## config.mk

```make
export PLATFORM = sky130hd
export DESIGN_NAME = unary_to_bin_11_flat
export DESIGN_NICKNAME = d
export VERILOG_FILES = /design/src/rtl/unary_to_bin_11_if.sv /design/src/rtl/unary_to_bin_11.sv /design/src/flat_wrapper.sv
export SDC_FILE = /design/constraint.sdc
export NUM_CORES = 1
export LEC_CHECK = 0
export ABC_AREA = 1
export CORE_MARGIN = 2
export CORE_UTILIZATION = 30
export DETAILED_ROUTE_END_ITERATION = 8
export PLACE_DENSITY = 0.54
export SYNTH_ARGS = -nofsm -noshare
export SYNTH_HDL_FRONTEND = slang
export SYNTH_SLANG_ARGS = --single-unit
export TNS_END_PERCENT = 20
```

## constraint.sdc

```tcl
create_clock -name clk -period 3.4 [get_ports clk]
set_clock_uncertainty 0.2 [all_clocks]
set_input_delay 0.51 -clock clk [delete_from_list [all_inputs] [get_ports clk]]
set_output_delay 0.51 -clock clk [all_outputs]
set_load 0.02 [all_outputs]
```

## src/rtl/unary_to_bin_11_if.sv

```systemverilog
// Sum output port of unary_to_bin_11: a valid/ready handshake carrying the
// recovered binary sum and its status flags.
//   sum        {ovf, count}, CW+1 bits
//   sum_valid  sum/ovf/trunc are valid and held until accepted
//   ovf        adder count wrapped past 2^CW-1
//   trunc      write phase was cut short by read_or_write falling
//   sum_ready  consumer accepts the sum this cycle
// master: the collector (drives the sum); slave: the consumer.
interface unary_to_bin_11_if #(
  parameter int unsigned CW = 11
);
  logic [CW:0] sum;
  logic        sum_valid;
  logic        ovf;
  logic        trunc;
  logic        sum_ready;

  modport master (
    output sum,
    output sum_valid,
    output ovf,
    output trunc,
    input  sum_ready
  );

  modport slave (
    input  sum,
    input  sum_valid,
    input  ovf,
    input  trunc,
    output sum_ready
  );
endinterface

```

## src/rtl/unary_to_bin_11.sv

```systemverilog
// Collector stage behind the unary adder. It ORs the adder carry into ovf
// during the read phase, then counts unary dout pulses during the write phase
// and presents {ovf, count} on a valid/ready port.
//   clk            rising-edge clock shared with the adder
//   rst            synchronous active-high reset
//   en             adder enable; all sampling is qualified by it
//   read_or_write  0 = read/accumulate, 1 = write/drain
//   dout_in        adder's registered unary pulse output
//   c_in           adder's registered carry flag
//   sum_port       valid/ready sum output (sum, sum_valid, ovf, trunc, sum_ready)
//   busy           high whenever a frame is open or a sum is waiting
module unary_to_bin_11 #(
  parameter int unsigned CW = 11
) (
  input  logic                      clk,
  input  logic                      rst,
  input  logic                      en,
  input  logic                      read_or_write,
  input  logic                      dout_in,
  input  logic                      c_in,
  unary_to_bin_11_if.master         sum_port,
  output logic                      busy
);

  localparam logic [CW-1:0] CntMax = '1;

  typedef enum logic [1:0] {
    StIdle,
    StRead,
    StWcount,
    StDone
  } state_e;

  state_e        state_q, state_d;
  logic [CW-1:0] cnt_q, cnt_d;
  logic          ovf_q, ovf_d;
  logic          trunc_q, trunc_d;

  always_ff @(posedge clk) begin
    if (rst) begin
      state_q <= StIdle;
      cnt_q   <= '0;
      ovf_q   <= 1'b0;
      trunc_q <= 1'b0;
    end else begin
      state_q <= state_d;
      cnt_q   <= cnt_d;
      ovf_q   <= ovf_d;
      trunc_q <= trunc_d;
    end
  end

  always_comb begin
    state_d = state_q;
    cnt_d   = cnt_q;
    ovf_d   = ovf_q;
    trunc_d = trunc_q;

    unique case (state_q)
      StIdle: begin
        // Opening a frame; c_in still belongs to whatever preceded it.
        if (en && !read_or_write) begin
          cnt_d   = '0;
          ovf_d   = 1'b0;
          trunc_d = 1'b0;
          state_d = StRead;
        end
      end

      StRead: begin
        // Carry on the read->write edge is from the last read cycle, so it
        // still counts; dout_in on that edge is stale read-phase data.
        if (en) begin
          ovf_d = ovf_q | c_in;
          if (read_or_write) state_d = StWcount;
        end
      end

      StWcount: begin
        if (en) begin
          if (!read_or_write) begin
            trunc_d = 1'b1;
            state_d = StDone;
          end else if (dout_in) begin
            // Saturate rather than wrap if the pulse stream overruns.
            if (cnt_q != CntMax) cnt_d = cnt_q + 1'b1;
          end else begin
            state_d = StDone;
          end
        end
      end

      StDone: begin
        if (sum_port.sum_ready) state_d = StIdle;
      end

      default: state_d = StIdle;
    endcase
  end

  assign sum_port.sum       = {ovf_q, cnt_q};
  assign sum_port.ovf       = ovf_q;
  assign sum_port.trunc     = trunc_q;
  assign sum_port.sum_valid = (state_q == StDone);
  assign busy               = (state_q != StIdle);

endmodule

```

## src/flat_wrapper.sv

```systemverilog
// flat-port wrapper written by rule: the top's interface ports become plain ports
module unary_to_bin_11_flat 
#(
  parameter int unsigned CW = 11
)
  (clk, rst, en, read_or_write, dout_in, c_in, busy, sum_port_sum, sum_port_sum_valid, sum_port_ovf, sum_port_trunc, sum_port_sum_ready);
  unary_to_bin_11_if #(.CW(CW)) sum_port_i ();
  input  logic clk;
  input  logic rst;
  input  logic en;
  input  logic read_or_write;
  input  logic dout_in;
  input  logic c_in;
  output logic busy;
  output wire logic [$bits(sum_port_i.sum)-1:0] sum_port_sum;
  output wire logic [$bits(sum_port_i.sum_valid)-1:0] sum_port_sum_valid;
  output wire logic [$bits(sum_port_i.ovf)-1:0] sum_port_ovf;
  output wire logic [$bits(sum_port_i.trunc)-1:0] sum_port_trunc;
  input wire logic [$bits(sum_port_i.sum_ready)-1:0] sum_port_sum_ready;
  assign sum_port_sum = sum_port_i.sum;
  assign sum_port_sum_valid = sum_port_i.sum_valid;
  assign sum_port_ovf = sum_port_i.ovf;
  assign sum_port_trunc = sum_port_i.trunc;
  assign sum_port_i.sum_ready = sum_port_sum_ready;
  unary_to_bin_11 #(.CW(CW)) u_core (.clk(clk), .rst(rst), .en(en), .read_or_write(read_or_write), .dout_in(dout_in), .c_in(c_in), .sum_port(sum_port_i), .busy(busy));
endmodule
```

* After elaboration in Yosys (flattened, before gate mapping)
Cells that the tools add are included.
** Word-level totals
- ROM bits :: 0
- Word-level logic and storage cells :: 50
- Flip-flop bits (word level) :: 15
- Memories kept :: 0
- RAM bits :: 0
- Output and inout bits :: 16
- Bits in latches :: 0
** Operators by class
- Multiplexer cells :: 20
- Shift operators :: 0
- Reductions and logical operators :: 10
- Equality and inequality tests :: 14
- Add/subtract/negate cells :: 1
- Bitwise gates (word level) :: 1
- Multiply operators :: 0
- Order comparisons :: 0
- Divide/modulo/power cells :: 0
** Operator list (count)
- $mux W11 :: 5
- $pmux W11 S2 :: 1
- $mux W2 :: 7
- $ne A2 B2 Y1 const B :: 6
- $reduce_and A6 Y1 :: 2
- $add A11 B1 Y11 const B :: 1
- $ne A11 B11 Y1 const B :: 1
- $pmux W2 S4 :: 1
- $ne A2 B1 Y1 const B :: 3
- $reduce_bool A2 Y1 :: 3
- $eq A2 B2 Y1 const B :: 2
- $mux W1 :: 4
- $pmux W1 S2 :: 2
- $reduce_and A4 Y1 :: 1
- $ne A3 B3 Y1 const B :: 1
- $reduce_and A3 Y1 :: 1
- $eq A2 B1 Y1 const B :: 1
- $logic_not A2 Y1 :: 1
- $logic_and A1 B1 Y1 :: 1
- $logic_not A1 Y1 :: 1
- $or A1 B1 Y1 :: 1

* Longest topological paths before layout
Gate-level depths: netlist (run 1).
- Word-level depth :: 6
- Gate-level depth with buffers :: 13
- Gate-level depth less buffers :: 11

* Worst setup path after synthesis (run 1)
No wires, ideal clock.
- Path type :: flip-flop to flip-flop
- From :: register u_core.cnt_q[1]
- To :: register u_core.cnt_q[2]
- Clock period less this slack :: 1.763 ns
- Setup time :: 0.113 ns
- Cell stages (with the launch flop) :: 10
- Required time :: 3.087 ns
- Data arrival time :: 1.450 ns
- Path slack :: 1.637 ns
- Buffers on the path :: 1
- Path through :: dfxtp_1 > ha_1 > nand2_1 > nor2_4 > nand3_4 > nand2_4 > nand2_4 > buf_8 > nor2_1 > nor2_1
** On the way
- Cells in the longest elaborated chain, start to end :: 6
- Elaborated cells between the ends (all ways) :: 9
** RTL lines
- start: declaration :: RTL line unary_to_bin_11.sv:35 : logic [CW-1:0] cnt_q, cnt_d;
- start signal: assignment :: RTL line unary_to_bin_11.sv:47 : cnt_q <= cnt_d;
- $add A11 B1 Y11 :: RTL line unary_to_bin_11.sv:86 : if (cnt_q != CntMax) cnt_d = cnt_q + 1'b1;
- $mux W11 :: RTL line unary_to_bin_11.sv:86
- $mux W11 :: RTL line unary_to_bin_11.sv:84 : end else if (dout_in) begin
- $mux W11 :: RTL line unary_to_bin_11.sv:81 : if (!read_or_write) begin
- $mux W11 :: RTL line unary_to_bin_11.sv:80 : if (en) begin
- $pmux W11 S2 :: RTL line unary_to_bin_11.sv:59 : unique case (state_q)
Parallel ways exist; a longest one is shown, timed or not. The select of a mux whose other input is x is not followed.
A chain may end at the register's enable or synchronous reset.

* Worst setup path after layout (run 1)
- From :: register u_core.state_q[1]
- To :: output port busy
** On the way
- Cells in the longest elaborated chain, start to end :: 1
** RTL lines
- start: declaration :: RTL line unary_to_bin_11.sv:34 : state_e state_q, state_d;
- start signal: assignment :: RTL line unary_to_bin_11.sv:41 : state_q <= StIdle;
- start signal: assignment :: RTL line unary_to_bin_11.sv:46 : state_q <= state_d;
- $reduce_bool A2 Y1 :: RTL line unary_to_bin_11.sv:105 : assign busy = (state_q != StIdle);
- end: declaration :: RTL line flat_wrapper.sv:14 : output logic busy;
No other way between the ends.

==> impl_metrics.json, run 1 <==
{
  "outcome": "finished clean",
  "required_ps": 2690,
  "cts_buffers": 3,
  "layout_setup_ws_ps": 960,
  "setup_viol": 0,
  "finalInstanceArea_mm2": 0.00136,
  "route.detailed.wl_per_inst_um": 11.4,
  "grt_pass1_wl_um": 4460,
  "rr_endpoint": "u_core.cnt_q[7]",
  "synth.area.top_cells": "dfxtp_1 (27%), nand2_1 (15%), inv_1 (7.2%)",
  "syn-instance-count": 162,
  "cts_sinks": 15,
  "ys_ff_latch": 15,
  "clkSlewWorstSetupHoldPaths_ps": 100,
  "vias_per_cell": 4.64,
  "grt_pass1_vias": 1043,
  "dp_slack_ps": 1190,
  "num_vias": 1068,
  "die_h_um": 64.3,
  "antenna_left": 0,
  "post-route-min-period_ps": 2440,
  "critPathLaunch": "u_core.state_q[1]",
  "maxCapViolCount": 0,
  "synth_largest_area_cell": "dfxtp_1",
  "diodes": 0,
  "peakVddDrop_v": 0.000239,
  "relSlewSlack_pct": 62.5,
  "grt_setup_unrepaired": "no",
  "drt_iter0_markers": 21,
  "finalSetupTns_ps": 0,
  "die_w_um": 64.3,
  "slew_violations": 0,
  "post-route-period-util_pct": 71.8,
  "grt_start_max_net_pins": 12,
  "postCtsHoldBufs": 0,
  "gp_congestion": 0.803,
  "io_pins": 23,
  "worst_pin_slew_ps": 561,
  "max_freq_mhz": 410,
  "cts_setup_buffers": 0,
  "final_nets": 197,
  "final_util_pct": 39.8,
  "crit-reg2reg-launch": "u_core.state_q[0]",
  "hold_depth": 2,
  "r2r_slack_ps": 1340,
  "synth_fp_nets": 174,
  "worst_ep_arrival_time_ps": 1730,
  "dpl-instance-area_mm2": 0.00133,
  "clockBufferDepth": 2,
  "core-area_mm2": 0.00342,
  "syn_area_mm2": 0.00109,
  "fill_cells": 393,
  "antenna_found_initial": 0,
  "cts_resized": 0,
  "cp_max_fo": 4,
  "worstSetupPathType": "register to output port",
  "area_growth_pct": 24.5,
  "hold_path_class": "register to register",
  "layout-drive-gt1-share_pct": 15.8,
  "ys_types": 27,
  "rows": 21,
  "cts_tree": "done",
  "synth_warnings": 0,
  "hpwl_um": 2030,
  "setup.worst_path.end_class": "output port",
  "crit_path_end": "busy",
  "die-area_mm2": 0.00414,
  "drc": 0,
  "p_per_area_mw_per_mm2": 496,
  "leakage_nw": 0.521,
  "dp.cells": 226,
  "track_usage_pct": 13.5,
  "io_buffer_count": 22,
  "synth_top_area_share_pct": 27.5,
  "ctsHtreeMaxLevel": 1,
  "reg2regPathDepth": 11,
  "startpoint_type": "register",
  "dr.pass1.iters": 4,
  "postSynthAreaPerCell_um2": 6.74,
  "routed_wl_um": 2620,
  "insertion_delay_ps": 290,
  "initial_core_util_pct": 32.0,
  "ys_seq_area_share_pct": 27.5,
  "root_buffer": "clkbuf_4",
  "hold_viol": 0,
  "grt_overflow_total": 0,
  "final_cell_count_no_fill": 230
}
[how the worst min path moves through the flow]
stage | start | to | slack, ps
2_1_floorplan | u_core.state_q[1] | u_core.state_q[1] | 270
3_3_place_gp | u_core.sum_port.trunc | u_core.sum_port.trunc | 250
3_5_place_dp | u_core.sum_port.trunc | u_core.sum_port.trunc | 250
4_1_cts | u_core.sum_port.trunc | u_core.sum_port.trunc | 270
5_1_grt | u_core.sum_port.trunc | u_core.sum_port.trunc | 290
6_report | u_core.sum_port.trunc | u_core.sum_port.trunc | 260
[synth_stat cells]
| master | n |
|---|---|
| a21boi_0 | 1 |
| a21oi_1 | 7 |
| a21oi_2 | 5 |
| buf_4 | 1 |
| buf_6 | 1 |
| buf_8 | 1 |
| clkbuf_1 | 1 |
| dfxtp_1 | 15 |
| ha_1 | 5 |
| inv_1 | 21 |
| inv_2 | 1 |
| inv_4 | 1 |
| nand2_1 | 45 |
| nand2_2 | 7 |
| nand2_4 | 3 |
| nand3_1 | 15 |
| nand3_2 | 2 |
| nand3_4 | 1 |
| nand4_1 | 2 |
| nor2_1 | 15 |
| nor2_2 | 1 |
| nor2_4 | 3 |
| nor3b_1 | 1 |
| o2111ai_1 | 1 |
| o21ai_0 | 4 |
| o22ai_1 | 1 |
| or2_2 | 1 |
[power by group]
| group | switching, mW | leakage, nW | internal [mW] |
|---|---|---|---|
| sequential | 0.0286 | 0.122 | 0.200 |
| clock | 0.0614 | 0.0177 | 0.0438 |
| combinational | 0.210 | 0.382 | 0.130 |
| total | 0.300 | 0.521 | 0.374 |
[cells by family after synthesis]
| group | count (synthesis) | share of synthesized area (%) |
|---|---|---|
| adders and majority gates | 5 | 5.73 |
| and+or+nand+nor | 96 | 44.1 |
| DFF | 15 | 27.5 |
| buffers and inverters | 27 | 11.6 |
| AOI/OAI and AO/OA | 19 | 11.1 |
[registers in the layout, indices dropped and copies added, names as in the netlist]
signal / count
u_core.sum_port.trunc: 1
u_core.sum_port.ovf: 1
u_core.state_q: 2
u_core.cnt_q: 11
[critical path, cell delays in order, from the launching register on]
cell and delay [ps]:
dfxtp_1 400, inv_1 90, ha_1 240, inv_2 100, clkdlybuf4s50_1 610
[stage by stage]
| stage | hold slack (ps) | power (mW) |
|---|---|---|
| 6_report | 260 | 0.674 |
| 3_5_place_dp | 254 | 0.575 |
| 5_1_grt | 288 | 0.734 |
| 2_1_floorplan | 272 | 0.493 |
| 4_1_cts | 269 | 0.683 |
| 3_3_place_gp | 253 | 0.572 |
[cell type report]
type | instances | area [um^2] | share of cell area [%]
repair buffers | 22 | 220 | 16.2
inverters | 23 | 88.8 | 6.53
clock buffers | 3 | 22.5 | 1.66
multi-input cells | 120 | 666 | 48.9
flip-flops and latches | 15 | 300 | 22.1
well taps | 46 | 57.6 | 4.23
clock inverters | 1 | 5.00 | 0.368
[routing by layer]
| layer | part of all wire [%] | routed length, um | track usage, % |
|---|---|---|---|
| met3 | 3.5 | 91 | 2.29 |
| met4 | 1.5 | 40 | 4.79 |
| met5 | 0 | 0 | 0 |
| met2 | 46 | 1210 | 23.3 |
| met1 | 49 | 1280 | 16.9 |
[cells in the final DEF, fill, tap and decap left out, types with 3 or more instances in the layout]
master	netlist	final
a21oi_1	7	7
inv_1	21	21
nand2_4	3	3
clkdlybuf4s50_1	0	22
nand3_1	15	15
dfxtp_1	15	15
nor2_1	15	15
a21oi_2	5	5
nand2_1	45	45
clkbuf_4	0	3
o21ai_0	4	4
nor2_4	3	3
ha_1	5	5
nand2_2	7	7
No activity file was read; power rests on OpenSTA's default activity.
==> run 2, diff against run 1 <==
==> constraint.sdc (replaced) <==
create_clock -name clk -period 2.3 [get_ports clk]
set_clock_uncertainty 0.2 [all_clocks]
set_input_delay 0.345 -clock clk [delete_from_list [all_inputs] [get_ports clk]]
set_output_delay 0.345 -clock clk [all_outputs]
set_load 0.02 [all_outputs]
==> run 2 against run 1 <==
  * Sequential power up 47%
  * First-iteration DRC count up 43%
  * Register-to-register slack worse by 1100 ps
  * Clock power up 53%
  * Power up 48%
  * Critical path type is now register to register
  * Largest cell class unchanged
  * Largest power group unchanged
==> impl_metrics.json, run 2 (synthesis results as in run 1) <==
{
  "die_w_um": 64.3,
  "rr_endpoint": "u_core.cnt_q[7]",
  "max_freq_mhz": 495,
  "hold_path_class": "register to register",
  "setup_viol": 0,
  "crit_buf_inv": 2,
  "post-route-period-util_pct": 87.8,
  "fill_cells": 366,
  "hold_depth": 2,
  "routed_wl_um": 2600,
  "cpMaxStageDelayCell": "ha_1",
  "maxCapViolCount": 0,
  "dpl-instance-area_mm2": 0.00134,
  "io_pins": 23,
  "ctsHtreeMaxLevel": 1,
  "drc": 0,
  "grt_overflow_total": 0,
  "die_h_um": 64.3,
  "layout-drive-gt1-share_pct": 15.7,
  "area_growth_pct": 25.3,
  "final_common_cell": "nand2_1",
  "worst_pin_slew_ps": 396,
  "crit-reg2reg-launch": "u_core.state_q[0]",
  "setup.worst_path.end_class": "register",
  "clockBufferDepth": 2,
  "worst_ep_arrival_time_ps": 2020,
  "grt_start_max_net_pins": 12,
  "final_nets": 198,
  "root_buffer": "clkbuf_4",
  "antenna_found_initial": 0,
  "switchingPower_uw": 445,
  "outcome": "finished clean",
  "clkSlewWorstSetupHoldPaths_ps": 90,
  "p_int_uw": 554,
  "hold_start": "u_core.sum_port.trunc",
  "postCtsHoldBufs": 0,
  "die-area_mm2": 0.00414,
  "cts_tree": "done",
  "track_usage_pct": 13.2,
  "leakage_nw": 0.538,
  "worstSetupPathType": "register to register",
  "grt_setup_unrepaired": "no",
  "post-route-min-period_ps": 2020,
  "path_cells": "inv_1 -> ha_1 -> inv_4 -> nand2_4 -> nand3_2 -> nor2_4 -> nand2_4 -> nand2_4 -> nand2_1 -> nand2_1 -> nor2_1",
  "critPathTopFamily": "simple AND/OR/NAND/NOR gates",
  "layout_common_cells": "nand2_1 (45), inv_1 (21), clkdlybuf4s50_1 (21)",
  "hpwl_um": 2000,
  "slew_violations": 0,
  "grt_pass1_vias": 996,
  "max_flop_register": "u_core.cnt_q",
  "reg_top3": "u_core.cnt_q (11), u_core.state_q (2)",
  "cts_buffers": 3,
  "crit_path_max_incr_delay_ps": 400,
  "grt_pass1_wl_um": 4310,
  "p_per_area_mw_per_mm2": 730,
  "relSlewSlack_pct": 73.6,
  "antenna_left": 0,
  "p_comb_share_pct": 50.3,
  "required_ps": 2300,
  "power_frac_seq_pct": 33.6,
  "hold_viol": 0,
  "p_sw_share_pct": 44.5,
  "rows": 21,
  "gp_congestion": 0.892,
  "largest_reg_flops": 11,
  "min_to": "u_core.sum_port.trunc",
  "finalSetupTns_ps": 0,
  "core-area_mm2": 0.00342,
  "vias_per_cell": 4.65,
  "initial_core_util_pct": 32.0,
  "route.detailed.wl_per_inst_um": 11.2,
  "dr.pass1.iters": 4,
  "insertion_delay_ps": 300,
  "startpoint_type": "register",
  "peakVddDrop_v": 0.000344,
  "p_clk_share_pct": 16.1,
  "num_vias": 1074,
  "io_buffer_count": 22,
  "finalInstanceArea_mm2": 0.00137,
  "reg2regPathDepth": 11,
  "diodes": 0,
  "cp_max_fo": 11,
  "cts_sinks": 15,
  "drt_iter0_markers": 30,
  "cp_common_cell": "nand2_4",
  "r2r_slack_ps": 280
}
## run 2: cell types whose count changed in the layout (fill, tap and decap cells not counted), sizes merged
cell | previous run | this run
dlymetal6s2s | 0 | 1
clkbuf | 3 | 4
clkdlybuf4s50 | 22 | 21
buf | 0 | 1
clkinv | 1 | 0
## run 2: cell type report
cell class | instances | area (um^2) | share of cell area, %
Tap cell | 46 | 57.6 | 4.20
Sequential cell | 15 | 300 | 21.9
Clock buffer | 4 | 26.3 | 1.92
Inverter | 23 | 88.8 | 6.49
Timing Repair Buffer | 23 | 230 | 16.8
Multi-Input combinational cell | 120 | 666 | 48.6
## run 2: worst max-delay path by stage
stage          slack, ps              end         startpoint  cells past startpoint
6_report             280  u_core.cnt_q[7]  u_core.state_q[0]                     11
5_1_grt              130  u_core.cnt_q[2]  u_core.state_q[0]                     11
4_1_cts                8             busy  u_core.state_q[0]                      4
3_5_place_dp         250  u_core.cnt_q[7]      read_or_write                     11
3_3_place_gp         290  u_core.cnt_q[9]      read_or_write                     11
2_1_floorplan        540  u_core.cnt_q[2]    u_core.cnt_q[1]                      9
## run 2: metrics by stage
stage               utilization (%)  worst slack (ps)  hold slack [ps]  cells  total power, mW
floorplan                         -               537              272    162            0.728
global placement               39.2               286              252    227            0.841
detailed placement             39.2               252              255    227            0.847
CTS                            40.0              8.49              268    231             1.01
global route                   40.1               128              292    231             1.08
finish                         40.1               281              260    231            0.999
## run 2: worst register-to-register path, stage by stage, from the launching register on
cell     delay [ps]
dfxtp_1         350
inv_1            90
ha_1            400
inv_4           120
nand2_4          80
nand3_2          80
nor2_4          170
nand2_4         110
nand2_4         160
nand2_1          80
nand2_1          50
nor2_1           30
## run 2: repair_timing
action,4_1_cts,5_1_grt
setup endpoints to repair,0,1
endpoints found under the hold margin,0,0
buffers inserted,0,0
resized for setup,0,1
## run 2: metal layers
metal	track usage (%)	up-vias	share of wire, %
met5	0	-	0
met3	2.11	9	5.2
li1	-	554	-
met1	16.8	474	47
met2	21.4	37	45
met4	7.18	0	3.1
## run 2: power by group through the flow
stage	sequential [mW]	combinational (mW)	clock (mW)
detailed placement	0.341	0.505	0
global placement	0.340	0.501	0
global route	0.343	0.557	0.178
finish	0.336	0.503	0.161
CTS	0.336	0.507	0.165
floorplan	0.358	0.370	0
==> run 3, diff against run 2 <==
--- a/config.mk
+++ b/config.mk
@@ -10,6 +10,7 @@
 export CORE_UTILIZATION = 30
 export DETAILED_ROUTE_END_ITERATION = 8
 export PLACE_DENSITY = 0.54
+export SLEW_MARGIN = 20
 export SYNTH_ARGS = -nofsm -noshare
 export SYNTH_HDL_FRONTEND = slang
 export SYNTH_SLANG_ARGS = --single-unit
==> results of run 3 <==
No change in the layout: final DEF, timing and power equal those of run 2.
